`config.mk`:
```
export PLATFORM = sky130hd
export DESIGN_NAME = uart_rx
export DESIGN_NICKNAME = d
export VERILOG_FILES = /design/src/rtl/uart_pkg.sv /design/src/rtl/uart_tick_gen.sv /design/src/rtl/uart_rx.sv
export SDC_FILE = /design/constraint.sdc
export NUM_CORES = 1
export LEC_CHECK = 0
export CORE_MARGIN = 3
export CORE_UTILIZATION = 30
export DETAILED_ROUTE_END_ITERATION = 8
export HOLD_SLACK_MARGIN = 0.08
export PLACE_DENSITY = 0.56
export SLEW_MARGIN = 20
export SYNTH_ARGS = -nofsm -noshare
export SYNTH_HDL_FRONTEND = slang
export SYNTH_SLANG_ARGS = --single-unit
```
`constraint.sdc`:
```
create_clock -name clk -period 5.5 [get_ports clk]
set_clock_uncertainty 0.1 [all_clocks]
set_input_delay 0.825 -clock clk [delete_from_list [all_inputs] [get_ports clk]]
set_output_delay 0.825 -clock clk [all_outputs]
set_load 0.005 [all_outputs]
```
`src/rtl/uart_pkg.sv`:
```
// Shared UART definitions: receiver/transmitter state encoding, oversample
// ratio and the 2-of-3 majority vote used for bit recovery.
package uart_pkg;

   localparam int OVERSAMPLE = 8;

   typedef enum logic [1:0] {
      IDLE  = 2'd0,
      START = 2'd1,
      DATA  = 2'd2,
      STOP  = 2'd3
   } uart_state_t;

   function automatic logic maj3(input logic [2:0] s);
      return (s[0] & s[1]) | (s[0] & s[2]) | (s[1] & s[2]);
   endfunction

endpackage

```
`src/rtl/uart_tick_gen.sv`:
```
// Turns each rising edge of a clk-domain square wave into a one-clk pulse.
module uart_tick_gen (
   input  logic clk,
   input  logic rst,
   input  logic bclk_x8,
   output logic tick
);

   logic bclk_q;

   always_ff @(posedge clk or posedge rst) begin
      if (rst) bclk_q <= 1'b0;
      else     bclk_q <= bclk_x8;
   end

   assign tick = bclk_x8 & ~bclk_q;

endmodule

```
`src/rtl/uart_rx.sv`:
```
// 8x-oversampled UART receiver: 2-flop input synchronizer, majority vote of
// three mid-bit samples, LSB-first payload, stop-bit error flag.
module uart_rx
   import uart_pkg::*;
#(
   parameter int DATA_BITS  = 8,
   parameter int OVERSAMPLE = uart_pkg::OVERSAMPLE
) (
   input  logic                 clk,
   input  logic                 rst,
   input  logic                 bclk_x8,
   input  logic                 rx,
   output logic [DATA_BITS-1:0] data,
   output logic                 valid,
   output logic                 frame_err,
   output logic                 busy
);

   localparam int CNT_W = $clog2(OVERSAMPLE);
   localparam int BIT_W = $clog2(DATA_BITS + 1);

   localparam logic [CNT_W-1:0] CNT_LAST = CNT_W'(OVERSAMPLE - 1);
   localparam logic [CNT_W-1:0] SMP_A    = CNT_W'(OVERSAMPLE / 2 - 1);
   localparam logic [CNT_W-1:0] SMP_B    = CNT_W'(OVERSAMPLE / 2);
   localparam logic [CNT_W-1:0] SMP_C    = CNT_W'(OVERSAMPLE / 2 + 1);
   localparam logic [BIT_W-1:0] BIT_LAST = BIT_W'(DATA_BITS - 1);

   logic                 tick;
   logic                 rx_s1, rx_s2;
   uart_state_t          state, state_n;
   logic [CNT_W-1:0]     cnt, cnt_n;
   logic [BIT_W-1:0]     bit_idx, bit_idx_n;
   logic [DATA_BITS-1:0] shreg, shreg_n;
   logic [2:0]           samp, samp_n;
   logic [DATA_BITS-1:0] data_n;
   logic                 frame_err_n, valid_n;
   logic                 bit_v;

   uart_tick_gen u_tick (
      .clk     (clk),
      .rst     (rst),
      .bclk_x8 (bclk_x8),
      .tick    (tick)
   );

   // Synchronizer resets to the idle line level so reset never looks like a start bit.
   always_ff @(posedge clk or posedge rst) begin
      if (rst) begin
         rx_s1 <= 1'b1;
         rx_s2 <= 1'b1;
      end else begin
         rx_s1 <= rx;
         rx_s2 <= rx_s1;
      end
   end

   always_ff @(posedge clk or posedge rst) begin
      if (rst) begin
         state     <= IDLE;
         cnt       <= '0;
         bit_idx   <= '0;
         shreg     <= '0;
         samp      <= '0;
         data      <= '0;
         frame_err <= 1'b0;
         valid     <= 1'b0;
      end else begin
         state     <= state_n;
         cnt       <= cnt_n;
         bit_idx   <= bit_idx_n;
         shreg     <= shreg_n;
         samp      <= samp_n;
         data      <= data_n;
         frame_err <= frame_err_n;
         valid     <= valid_n;
      end
   end

   assign bit_v = maj3(samp);

   always_comb begin
      state_n     = state;
      cnt_n       = cnt;
      bit_idx_n   = bit_idx;
      shreg_n     = shreg;
      samp_n      = samp;
      data_n      = data;
      frame_err_n = frame_err;
      valid_n     = 1'b0;

      if (tick) begin
         if (state == IDLE) begin
            if (!rx_s2) begin
               state_n = START;
               cnt_n   = '0;
            end
         end else begin
            cnt_n = cnt + CNT_W'(1);
            if (cnt == SMP_A) samp_n[0] = rx_s2;
            if (cnt == SMP_B) samp_n[1] = rx_s2;
            if (cnt == SMP_C) samp_n[2] = rx_s2;

            // Bit decision on the last sample slot; samples are all in by now.
            if (cnt == CNT_LAST) begin
               case (state)
                  START: begin
                     if (bit_v) begin
                        state_n = IDLE;
                     end else begin
                        state_n   = DATA;
                        bit_idx_n = '0;
                     end
                  end
                  DATA: begin
                     shreg_n   = {bit_v, shreg[DATA_BITS-1:1]};
                     bit_idx_n = bit_idx + BIT_W'(1);
                     if (bit_idx == BIT_LAST) state_n = STOP;
                  end
                  STOP: begin
                     data_n      = shreg;
                     frame_err_n = ~bit_v;
                     valid_n     = 1'b1;
                     state_n     = IDLE;
                  end
                  default: state_n = IDLE;
               endcase
            end
         end
      end
   end

   assign busy = (state != IDLE);

endmodule

```
# == Word-level counts from Yosys, hierarchy flattened ==
# Cells that the tools add are included.
# Widths: inputs -> output; s select.
# op_classes
bitwise_logic,9
n_reduce_logical,12
n_eq_ne,11
n_addsub,2
div,0
shifts,0
order_cmp,0
n_mux,14
mul,0
# op_table
operator,count
$reduce_and 4->1,3
$mux 2,5
$eq 3x3->1 const B,3
$reduce_and 3->1,3
$pmux 4 s2,1
$mux 3,2
$reduce_bool 2->1,3
$reduce_and 5->1,1
$add 4x1->4 const B,1
$and 1x1->1,4
$eq 2x2->1 const B,2
$eq 4x3->1 const B,1
$mux 1,4
$mux 4,1
$ne 2x2->1 const B,2
$pmux 2 s2,1
$add 3x1->3 const B,1
$eq 3x2->1 const B,1
$ne 3x3->1 const B,1
$not 1->1,3
$eq 2x1->1 const B,1
$logic_not 2->1,1
$or 1x1->1,2
$reduce_and 2->1,1
# word_totals
memories,0
ram_bits,0
inputBits,4
mem_bits_ro,0
latch_bits,0
register_bits,33

# == Longest topological paths before layout ==
# Gate-level depths: netlist of the first run.
# logic_depth
word_depth,7
ltp_mapped,7

# == Cells and area by module ==
# From an unflattened synthesis of the first run, not the netlist that was laid out.
# hier_totals
cells_unflattened,116
hier_area_um2,1527.7
# modules_own_cells
mod,area_per_inst_um2,seq_area_each_um2,cells_per_inst,instances
uart_rx,1485.2,803.3,113,1
uart_tick_gen,42.5,25.0,3,1

# == Worst setup path after synthesis of the first run ==
# Ideal clock, no wire load.
# synth_timing
path_type,input port to flip-flop
from,input port bclk_x8
to,register bit_idx[3]
stages,4
arrival_ps,1832
path_buffers,0
path_slack_ps,3447
required_ps,5279
path_cell_list,or3b_4 a2111o_1 a22oi_1 nand2_1
# synth_between
elab_chain_len,2
# synth_rtl
item,line_no,rtl
start: declaration,uart_rx.sv:11,"input logic bclk_x8,"
$and 1x1->1,uart_tick_gen.sv:16,assign tick = bclk_x8 & ~bclk_q;
$reduce_and 5->1 (no line),n/a,
end signal: assignment,uart_rx.sv:70,bit_idx <= bit_idx_n;
end: declaration,uart_rx.sv:32,"logic [BIT_W-1:0] bit_idx, bit_idx_n;"
# Every way passes these cells.
# A chain may end at the register's enable or synchronous reset.

# == Final worst setup path of the first run ==
# layout_timing
from,register state[0]
to,output port busy
# layout_between
elab_chain_len,1
# layout_rtl
item,line_no,rtl
start: declaration,uart_rx.sv:30,"uart_state_t state, state_n;"
start signal: assignment,uart_rx.sv:68,state <= state_n;
$reduce_bool 2->1,uart_rx.sv:132,assign busy = (state != IDLE);
end: declaration,uart_rx.sv:16,output logic busy
# Every way passes these cells.

==> results of run 1 <==
## registers in the layout (all words and copies together), names as in the netlist
signal         cells
shreg              8
rx_s2              1
u_tick.bclk_q      1
rx_s1              1
data               8
frame_err          1
valid              1
samp               3
bit_idx            4
state              2
cnt                3
## how the worst max path moves through the flow
stage | start | end | slack (ps) | depth (start not counted)
after floorplan | bclk_x8 | bit_idx[3]$_DFFE_PP0P_ | 3450 | 4
after global placement | bclk_x8 | data[4]$_DFFE_PP0P_ | 2740 | 4
after detailed placement | bclk_x8 | data[4]$_DFFE_PP0P_ | 2640 | 4
after CTS | state[0]$_DFFE_PP0P_ | busy | 2910 | 4
after global routing | bclk_x8 | data[4]$_DFFE_PP0P_ | 2780 | 4
final | state[0]$_DFFE_PP0P_ | busy | 2940 | 4
## placed cells by master, fill, tap and decap left out
| master | instances |
|---|---|
| o21ai_0 | 4 |
| nor3_1 | 1 |
| dfstp_2 | 2 |
| nor3b_1 | 1 |
| inv_1 | 9 |
| buf_4 | 1 |
| nor2b_1 | 3 |
| a211oi_2 | 1 |
| nand3_1 | 7 |
| dfrtp_1 | 31 |
| nand3b_1 | 1 |
| bufinv_16 | 1 |
| a22o_1 | 1 |
| nand4b_1 | 1 |
| maj3_2 | 1 |
| and4b_1 | 1 |
| nor3b_2 | 1 |
| a22oi_1 | 1 |
| o311ai_1 | 1 |
| ha_1 | 10 |
| o211ai_1 | 1 |
| a21oi_1 | 1 |
| a32o_1 | 1 |
| clkbuf_1 | 1 |
| or3b_4 | 1 |
| o21ai_1 | 1 |
| clkbuf_8 | 6 |
| a2111o_1 | 1 |
| nor2_1 | 1 |
| mux2_1 | 1 |
| mux2_2 | 18 |
| nand2_1 | 11 |
| clkdlybuf4s50_1 | 14 |
## per-layer routing
layer	up-vias	wire [um]	GRT usage (%)
met1	425	1090	11.4
met2	21	1090	14.4
li1	447	-	-
met5	-	0	0
met3	7	132	3.66
met4	0	61	4.89
## metrics by stage
| step | total power [uW] | util (%) | cells |
|---|---|---|---|
| after global routing | 723 | 39.8 | 202 |
| after global placement | 444 | 37.2 | 194 |
| after detailed placement | 449 | 37.2 | 194 |
| after CTS | 690 | 39.8 | 202 |
| final | 678 | 39.8 | 202 |
| after floorplan | 407 | - | 116 |
## kinds of logic (layout without fill, tap and decap cells)
| kind of cell | Yosys count | in the layout |
|---|---|---|
| flops | 33 | 33 |
| simple gates | 29 | 29 |
| mux | 19 | 19 |
| compound gates | 13 | 13 |
| fa+ha+maj | 11 | 11 |
| buf+inv | 11 | 32 |
## area by class of cell
cell class	instances	area share (%)
clock buffers	7	4.76
clock inverters	1	1.65
inverters	9	1.86
multi-input cells	72	33.5
flip-flops and latches	33	45.6
well taps	65	4.48
repair buffers	15	8.13
## power breakdown
part,internal (uW),switching (uW),leakage [uW]
combinational,64.4,71.2,0.000364
clock,148,88.7,0.0000585
sequential,277,29.0,0.000431
total,489,189,0.000854
==> implementation parameters, run 1 <==
Parameter                              Value

Worst setup path
  Critical Path End Type    output pin
  Number of buffer and inverter stages on the critical path    3
  CP arrival    1640 ps
  Cell count of the worst reg-to-reg path    5
  List of cells traversed by the critical path    inv_1 > ha_1 > inv_1 > clkdlybuf4s50_1
  WS Path Type    reg2out
  Minimum setup slack among reg-to-reg paths    3270 ps
  Sort of element at the start of the critical path    flop
  Worst Path Required    4580 ps
  Master of the slowest instance on the critical path    clkdlybuf4s50_1
  Top cell family by delay on the critical path    buffers and inverters
  Endpoint of the worst register-to-register path    data[4]$_DFFE_PP0P_
  Slowest stage delay, CP    500 ps
  Max FO, Critical Path    6
  CP dominant cell by count    inv_1
  Launch point of the worst reg-to-reg path    state[0]$_DFFE_PP0P_

GRT
  Vias in the first global route    916
  Total congestion overflow after global routing    0
  Total Routing Usage GR    9.41%
  Wire length of the first global-routing pass    4360 um
  Largest net degree at the start of global routing    34
  Initial antenna violation count    0

Clocking
  Clock Sink Count    33
  Post-CTS setup buffers    0
  Post-cts hold buffer count    0
  Latest clock arrival within the worst-skew pair    290 ps
  Number of CTS-inserted buffers    5
  Clock-pin transition on the worst setup and hold timing paths    70 ps
  Count of instances resized after the clock tree is built    0
  Clock tree from TritonCTS    done
  CTS H-Tree Depth    2
  Clock Tree Root    clkbuf_8
  Maximum buffer depth of the clock tree    2

Yosys
  Post-synth design cell area    0.00148 mm2
  Main combinational cell family by area after synthesis    multiplexers
  Fraction of the mapped netlist area in adder cells    9.22%
  Portion of synthesized cell area occupied by the leading cell type    52.5%
  Simple-gate area share of the yosys netlist    10.9%
  Register bit count reported by yosys    33
  Top cells by area in the synthesized netlist    dfrtp_1, mux2_2, ha_1
  Xor and xnor fraction of the mapped netlist area    0%
  Proportion of synthesized chip area in sequential cells    56.0%
  Synth warn    0
  Top cells by instance count after synthesis    dfrtp_1, mux2_2, nand2_1
  Most repeated cell in the gate-level netlist after synthesis    dfrtp_1
  Post-synth ARST share    100%
  Compound-Gate Fraction of Synth Area    6.51%
  Synthesized netlist cell count    116
  Post-Synthesis Net Count    130
  Count of different cell masters after synthesis    30
  Area leader, netlist    dfrtp_1
  Post-synthesis area per instance    12.7 um2
  Number of enable-type register cells in the synthesized netlist    0
  Top FF cell, synth    dfrtp_1
  Multiplexer fraction of the synthesized cell area    14.5%

Timing
  Final worst slack    2940 ps
  Final setup viols    0
  Min Clock Period, post-route    2560 ps
  Worst Tran Pin Value    484 ps
  Peak clock frequency supported by timing    0.390 GHz
  Rel. slew slack    67.2%
  Worst Hold Slack    258 ps
  Final setup TNS    0 ps
  Final Max Tran Viols    0
  Endpoints failing hold    0
  Fin crit share    46.6%
  RSZ-0062 raised after global routing    false

Cells and area
  FF+latch area    828 um2
  Multi-input logic area    608 um2
  Layout cells sized above 1    23.4%
  Final layout net count    150
  Post-route cell area    0.00182 mm2
  FILL cells    455
  Inserted Diodes    0
  Growth of design area from synthesis to finish    22.8%

Routing
  Detailed-route wire length per cell    11.8 um
  DRC violation count after routing    0
  Initial DRC Count    55
  Total Routed Length    2380 um
  Drt first pass iters    4
  Count of antenna-violating nets left after detailed routing    0
  Via density per instance    4.46
  Routed vias    900

Floorplanning
  Initial core utilization    32.4%
  IO Count    15
  Die Ht    76.2 um
  Die outline area    0.00581 mm2
  Num rows    24
  Std-Cell Core Area    0.00456 mm2
  Floorplan die width    76.2 um

Min path
  Class of the most critical hold timing path    reg2reg
  Endpoint of the worst hold-timing path    rx_s2$_DFF_PP1_
  Worst Hold Depth    0
  Hold Path Origin    rx_s1$_DFF_PP1_

Placed design
  Routability cong.    0.725
  HPWL after detailed placement    1700 um
  Count of buffers from port buffering    14
  Worst-case setup slack after placement    2640 ps
  Area after DPL    0.00170 mm2

Pwr
  Max IR drop VDD    0.289 mV
  Power density normalized to cell area    374 mW/mm2
  Leak Pwr    0.000854 uW

Flow run
  Number of max-cap violations    0

Outcome
  Result of the run    finished, final reports clean
No activity file was read; power rests on OpenSTA's default activity.
==> run 2, diff against run 1 <==
Settings changed: PLACE_DENSITY 0.56 to 0.57.
Clock period 5.5 ns to 2.3 ns, I/O delays scaled along.
==> implementation parameters, run 2 (synthesized netlist as in run 1, its figures left out) <==
Parameter                              Value

GRT
  GRT busiest layer    met2
  M3 GR Usage    3.43% (-0.24 points)
  Met1 track demand over resource in global routing    11.2% (-0.26 points)
  Grt met2 use    14.2% (-0.18 points)
  Largest net degree at the start of global routing    34 (unchanged)
  Total congestion overflow after global routing    0 (unchanged)
  Vias in the first global route    918 (+0.22%)
  Initial antenna violation count    0 (unchanged)
  Wire length of the first global-routing pass    4240 um (-2.8%)
  Total Routing Usage GR    9.15% (-0.26 points)

Clocking
  CTS H-Tree Depth    2 (unchanged)
  Clock tree from TritonCTS    done
  Latest clock arrival within the worst-skew pair    280 ps (about the same)
  Clock-pin transition on the worst setup and hold timing paths    60 ps (about the same)
  Number of CTS-inserted buffers    5 (unchanged)
  Post-CTS setup buffers    0 (unchanged)
  Clock Sink Count    33 (unchanged)
  Post-cts hold buffer count    0 (unchanged)
  Maximum buffer depth of the clock tree    2 (unchanged)
  Clock Tree Root    clkbuf_8
  Count of instances resized after the clock tree is built    0 (unchanged)

Min path
  Worst Hold Depth    0 (unchanged)
  Class of the most critical hold timing path    reg2reg
  Endpoint of the worst hold-timing path    rx_s2$_DFF_PP1_
  Hold Path Origin    rx_s1$_DFF_PP1_

Worst setup path
  Cell count of the worst reg-to-reg path    6 (+1)
  Sort of element at the start of the critical path    flop
  WS Path Type    reg2out
  Max FO, Critical Path    6 (unchanged)
  Minimum setup slack among reg-to-reg paths    220 ps (-3050 ps)
  CP dominant cell by count    inv_1
  Launch point of the worst reg-to-reg path    state[0]$_DFFE_PP0P_
  Critical Path End Type    output pin
  Master of the slowest instance on the critical path    clkdlybuf4s50_1
  Endpoint of the worst register-to-register path    bit_idx[3]$_DFFE_PP0P_
  Worst Path Required    1860 ps (-2720 ps)
  Number of buffer and inverter stages on the critical path    3 (unchanged)
  Worst setup path start    state[0]$_DFFE_PP0P_
  List of cells traversed by the critical path    inv_1 > ha_1 > inv_1 > clkdlybuf4s50_1
  Slowest stage delay, CP    500 ps (about the same)
  CP arrival    1640 ps (about the same)
  Top cell family by delay on the critical path    buffers and inverters

Routing
  Routed vias    936 (+4.0%)
  Drt first pass iters    4 (unchanged)
  Total Routed Length    2330 um (-1.7%)
  Initial DRC Count    30 (-45%)
  DRC violation count after routing    0 (unchanged)
  Detailed-route wire length per cell    11.4 um (-2.7%)
  Count of antenna-violating nets left after detailed routing    0 (unchanged)
  Via density per instance    4.59 (+3.0%)

Timing
  Min Clock Period, post-route    2090 ps
  Final Max Tran Viols    0 (unchanged)
  RSZ-0062 raised after global routing    false
  Fin crit share    90.7%
  Final worst slack    214 ps (-2720 ps)
  Final setup TNS    0 ps (unchanged)
  Worst Hold Slack    256 ps (-1.48 ps)
  Endpoints failing hold    0 (unchanged)
  Worst Tran Pin Value    487 ps (+2.76 ps)
  Rel. slew slack    67.0% (-0.19 points)
  Final setup viols    0 (unchanged)
  Peak clock frequency supported by timing    0.479 GHz

Cells and area
  Layout cells sized above 1    24.5% (+1.1 points)
  Growth of design area from synthesis to finish    23.8%
  Inserted Diodes    0 (unchanged)
  FILL cells    446 (-2.0%)
  Post-layout utilization of the core    40.1% (+0.33 points)
  Most common cell after layout, fill and taps aside    dfrtp_1
  Final layout net count    152 (+1.3%)
  Post-route cell area    0.00183 mm2 (+0.83%)
  Largest registers    data (8), shreg (8), bit_idx (4)
  Commonest non-fill, non-tap cells in the layout    dfrtp_1, mux2_2, clkdlybuf4s50_1

Floorplanning
  Die outline area    0.00581 mm2 (unchanged)
  Num rows    24 (unchanged)
  Std-Cell Core Area    0.00456 mm2 (unchanged)
  IO Count    15 (unchanged)
  Floorplan die width    76.2 um (unchanged)
  Die Ht    76.2 um (unchanged)
  Initial core utilization    32.4% (unchanged)

Pwr
  Power density normalized to cell area    888 mW/mm2 (+140%)
  Leak Pwr    0.000863 uW (+1.1%)
  Max IR drop VDD    0.367 mV (+27%)

Flow run
  Number of max-cap violations    0 (unchanged)

Placed design
  Worst-case setup slack after placement    136 ps (-2510 ps)
  Count of buffers from port buffering    14 (unchanged)
  Routability cong.    0.791 (+9.2%)
  Area after DPL    0.00171 mm2 (+0.88%)
  HPWL after detailed placement    1690 um (-0.39%)

Outcome
  Result of the run    finished, final reports clean
[run 2: changes by cell type in the layout (fill, tap and decap cells not counted)]
cell / delta
buf_4: +2
[run 2: stage by stage]
stage | power, uW | cells
global placement | 1070 | 196
global route | 1740 | 204
finish | 1620 | 204
CTS | 1650 | 204
floorplan | 974 | 116
detailed placement | 1090 | 196
[run 2: worst register-to-register path, cell delays in order, from the launching register on]
cell      delay (ps)
dfrtp_1          380
inv_1             90
ha_1             280
or3b_4           440
a2111o_1         400
a22oi_1          200
nand2_1           70
[run 2: final cells by class]
| class | instances | area [um2] | area share, % |
|---|---|---|---|
| Sequential cell | 33 | 828 | 45.2 |
| Clock inverter | 1 | 30.0 | 1.64 |
| Clock buffer | 7 | 86.3 | 4.72 |
| Tap cell | 65 | 81.3 | 4.44 |
| Multi-Input combinational cell | 72 | 608 | 33.2 |
| Inverter | 9 | 33.8 | 1.85 |
| Timing Repair Buffer | 17 | 163 | 8.89 |
[run 2: where the power goes]
| part | leakage (uW) | switching (uW) | total (uW) | internal (uW) |
|---|---|---|---|---|
| Sequential | 0.000431 | 72.4 | 736 | 664 |
| Combinational | 0.000374 | 178 | 339 | 160 |
| Clock | 0.0000585 | 197 | 550 | 353 |
[run 2: routing by layer]
metal / part of all wire (%) / wire length, um
met1: 47 / 1090
met2: 46 / 1080
met3: 5.0 / 116
met4: 2.1 / 48
met5: 0 / 0
[run 2: worst max path at each step]
stage | slack, ps | to | depth (start not counted)
floorplan | 350 | bit_idx[3]$_DFFE_PP0P_ | 6
global placement | 190 | bit_idx[3]$_DFFE_PP0P_ | 5
detailed placement | 140 | bit_idx[3]$_DFFE_PP0P_ | 5
CTS | 180 | busy | 4
global route | 120 | busy | 4
finish | 210 | busy | 4
==> run 3, diff against run 2 <==
Settings changed: ABC_AREA from default to 1, SLEW_MARGIN 20 to default.
==> implementation parameters, run 3 <==
Parameter                              Value

Worst setup path
  Cell count of the worst reg-to-reg path    9 (+3)
  Worst Path Required    1860 ps (about the same)
  Max FO, Critical Path    5 (-1)
  Critical Path End Type    output pin
  WS Path Type    reg2out
  CP arrival    1670 ps (+30 ps)
  Minimum setup slack among reg-to-reg paths    540 ps (+320 ps)
  Sort of element at the start of the critical path    flop

Yosys
  Count of different cell masters after synthesis    21 (-30%)
  Simple-gate area share of the yosys netlist    20.8% (+9.9 points)
  Post-Synthesis Net Count    183 (+41%)
  Synth warn    0 (unchanged)
  Area leader, netlist    dfrtp_1
  Post-synth design cell area    0.00155 mm2 (+4.6%)
  Number of enable-type register cells in the synthesized netlist    0 (unchanged)
  Multiplexer fraction of the synthesized cell area    0% (-14 points)
  Fraction of the mapped netlist area in adder cells    8.09% (-1.1 points)
  Portion of synthesized cell area occupied by the leading cell type    50.2% (-2.3 points)
  Most repeated cell in the gate-level netlist after synthesis    nand2_1
  Proportion of synthesized chip area in sequential cells    53.6% (-2.4 points)
  Post-synth ARST share    100% (unchanged)
  Post-synthesis area per instance    9.15 um2 (-28%)
  Top cells by instance count after synthesis    nand2_1, dfrtp_1, inv_1
  Compound-Gate Fraction of Synth Area    8.90% (+2.4 points)
  Main combinational cell family by area after synthesis    simple AND/OR/NAND/NOR gates
  Xor and xnor fraction of the mapped netlist area    1.13% (+1.1 points)
  Top FF cell, synth    dfrtp_1
  Register bit count reported by yosys    33 (unchanged)
  Synthesized netlist cell count    169 (+46%)
  Top cells by area in the synthesized netlist    dfrtp_1, nand2_1, ha_1

Pwr
  Power density normalized to cell area    816 mW/mm2 (-8.0%)
  Tot Pwr    1510 uW (-7.3%)
  Sequential cell fraction of total power    47.3% (+2.0 points)
  Combinational share of power    24.8% (+3.9 points)
  Switching power    503 uW (+12%)
  Sw Share    33.4% (+5.8 points)
  Clock share of power    27.9% (-6.0 points)
  Cell Int Power    1000 uW (-15%)
  Leak Pwr    0.000912 uW (+5.6%)
  Max IR drop VDD    0.401 mV (+9.4%)

Timing
  Final setup TNS    0 ps (unchanged)
  Final setup viols    0 (unchanged)
  Rel. slew slack    71.5% (+4.5 points)
  RSZ-0062 raised after global routing    false
  Peak clock frequency supported by timing    0.473 GHz (-1.2%)
  Worst Tran Pin Value    428 ps (-59.1 ps)
  Endpoints failing hold    0 (unchanged)
  Fin crit share    91.8% (+1.1 points)
  Min Clock Period, post-route    2110 ps (+26.3 ps)
  Final Max Tran Viols    0 (unchanged)

Cells and area
  Largest registers    data (8), shreg (8), bit_idx (4)
  Post-route cell area    0.00185 mm2 (+0.82%)
  Final std cells w/o fill    257 (+26%)
  Final layout net count    203 (+34%)
  Layout cells sized above 1    9.47% (-15 points)
  Inserted Diodes    0 (unchanged)
  Commonest non-fill, non-tap cells in the layout    nand2_1, dfrtp_1, inv_1
  Most common cell after layout, fill and taps aside    nand2_1
  Growth of design area from synthesis to finish    19.3%

Placed design
  Routability cong.    0.736 (-6.9%)
  HPWL after detailed placement    1740 um (+3.3%)
  Count of buffers from port buffering    14 (unchanged)
  Area after DPL    0.00176 mm2 (+2.6%)
  Dpl cells    249 (+27%)

GRT
  Initial antenna violation count    0 (unchanged)
  Largest net degree at the start of global routing    34 (unchanged)
  Total Routing Usage GR    9.48% (+0.34 points)
  Wire length of the first global-routing pass    4570 um (+7.8%)
  Total congestion overflow after global routing    0 (unchanged)
  Vias in the first global route    1,054 (+15%)

Floorplanning
  Floorplan die width    77.8 um (+2.1%)
  Num rows    25 (+4.2%)
  Initial core utilization    31.9% (-0.50 points)
  IO Count    15 (unchanged)
  Std-Cell Core Area    0.00485 mm2 (+6.2%)
  Die outline area    0.00605 mm2 (+4.2%)
  Die Ht    77.8 um (+2.1%)

Clocking
  Post-cts hold buffer count    0 (unchanged)
  Maximum buffer depth of the clock tree    2 (unchanged)
  Latest clock arrival within the worst-skew pair    280 ps (about the same)
  Number of CTS-inserted buffers    5 (unchanged)
  Clock Tree Root    clkbuf_8
  Clock Sink Count    33 (unchanged)
  Count of instances resized after the clock tree is built    0 (unchanged)
  Post-CTS setup buffers    0 (unchanged)
  CTS H-Tree Depth    2 (unchanged)
  Clock-pin transition on the worst setup and hold timing paths    70 ps (about the same)
  Clock tree from TritonCTS    done

Routing
  DRC violation count after routing    0 (unchanged)
  Total Routed Length    2530 um (+8.3%)
  Count of antenna-violating nets left after detailed routing    0 (unchanged)
  Via density per instance    4.22 (-8.0%)
  Initial DRC Count    32 (+6.7%)
  Detailed-route wire length per cell    9.84 um (-14%)
  Routed vias    1,085 (+16%)
  Drt first pass iters    4 (unchanged)

Outcome
  Result of the run    finished, final reports clean

Min path
  Class of the most critical hold timing path    reg2reg
  Worst Hold Depth    0 (unchanged)

Flow run
  Number of max-cap violations    0 (unchanged)
-- run 3: power groups by stage --
stage | combinational, uW | clock [uW] | sequential (uW)
floorplan | 285 | 0 | 708
global placement | 378 | 0 | 724
detailed placement | 376 | 0 | 723
CTS | 378 | 436 | 713
global route | 440 | 468 | 725
finish | 374 | 420 | 713
-- run 3: per-layer routing --
layer	global-route usage (%)	share of wire [%]
met1	11.9	52
met2	14.9	42
met3	3.25	4.1
met4	3.74	1.7
met5	0	0
-- run 3: kinds of logic after synthesis --
| logic type | after synthesis |
|---|---|
| flops | 33 |
| fa+ha+maj | 10 |
| xor+xnor | 2 |
| simple gates | 69 |
| compound gates | 27 |
| buf+inv | 28 |
-- run 3: path summary, 6_finish.rpt --
path	startpoint	to
setup / recovery	state[1]$_DFFE_PP0P_	busy
hold / removal	rx_s1$_DFF_PP1_	rx_s2$_DFF_PP1_
setup reg to reg	state[1]$_DFFE_PP0P_	bit_idx[0]$_DFFE_PP0P_
hold reg to reg	rx_s1$_DFF_PP1_	rx_s2$_DFF_PP1_
max in group asynchronous	rst	rx_s2$_DFF_PP1_
min in group asynchronous	rst	data[4]$_DFFE_PP0P_
-- run 3: final cells by class --
type | count | area (um2)
Inverter | 26 | 97.6
Fill cell | 496 | 3000
Tap cell | 67 | 83.8
Timing Repair Buffer | 15 | 148
Multi-Input combinational cell | 108 | 602
Sequential cell | 33 | 828
Clock buffer | 5 | 68.8
Clock inverter | 3 | 17.5
-- run 3: critical path: stages, from the launching register on --
cell             delay, ps
dfrtp_1                410
inv_1                   90
ha_1                   250
inv_2                  120
clkdlybuf4s50_1        510
-- run 3: stage by stage --
step	hold WS [ps]	worst slack, ps	utilization [%]
after floorplan	245	782	-
after global placement	247	498	36.3
after detailed placement	252	490	36.3
after CTS	262	172	38.1
after global routing	268	95.8	38.1
final	260	188	38.1
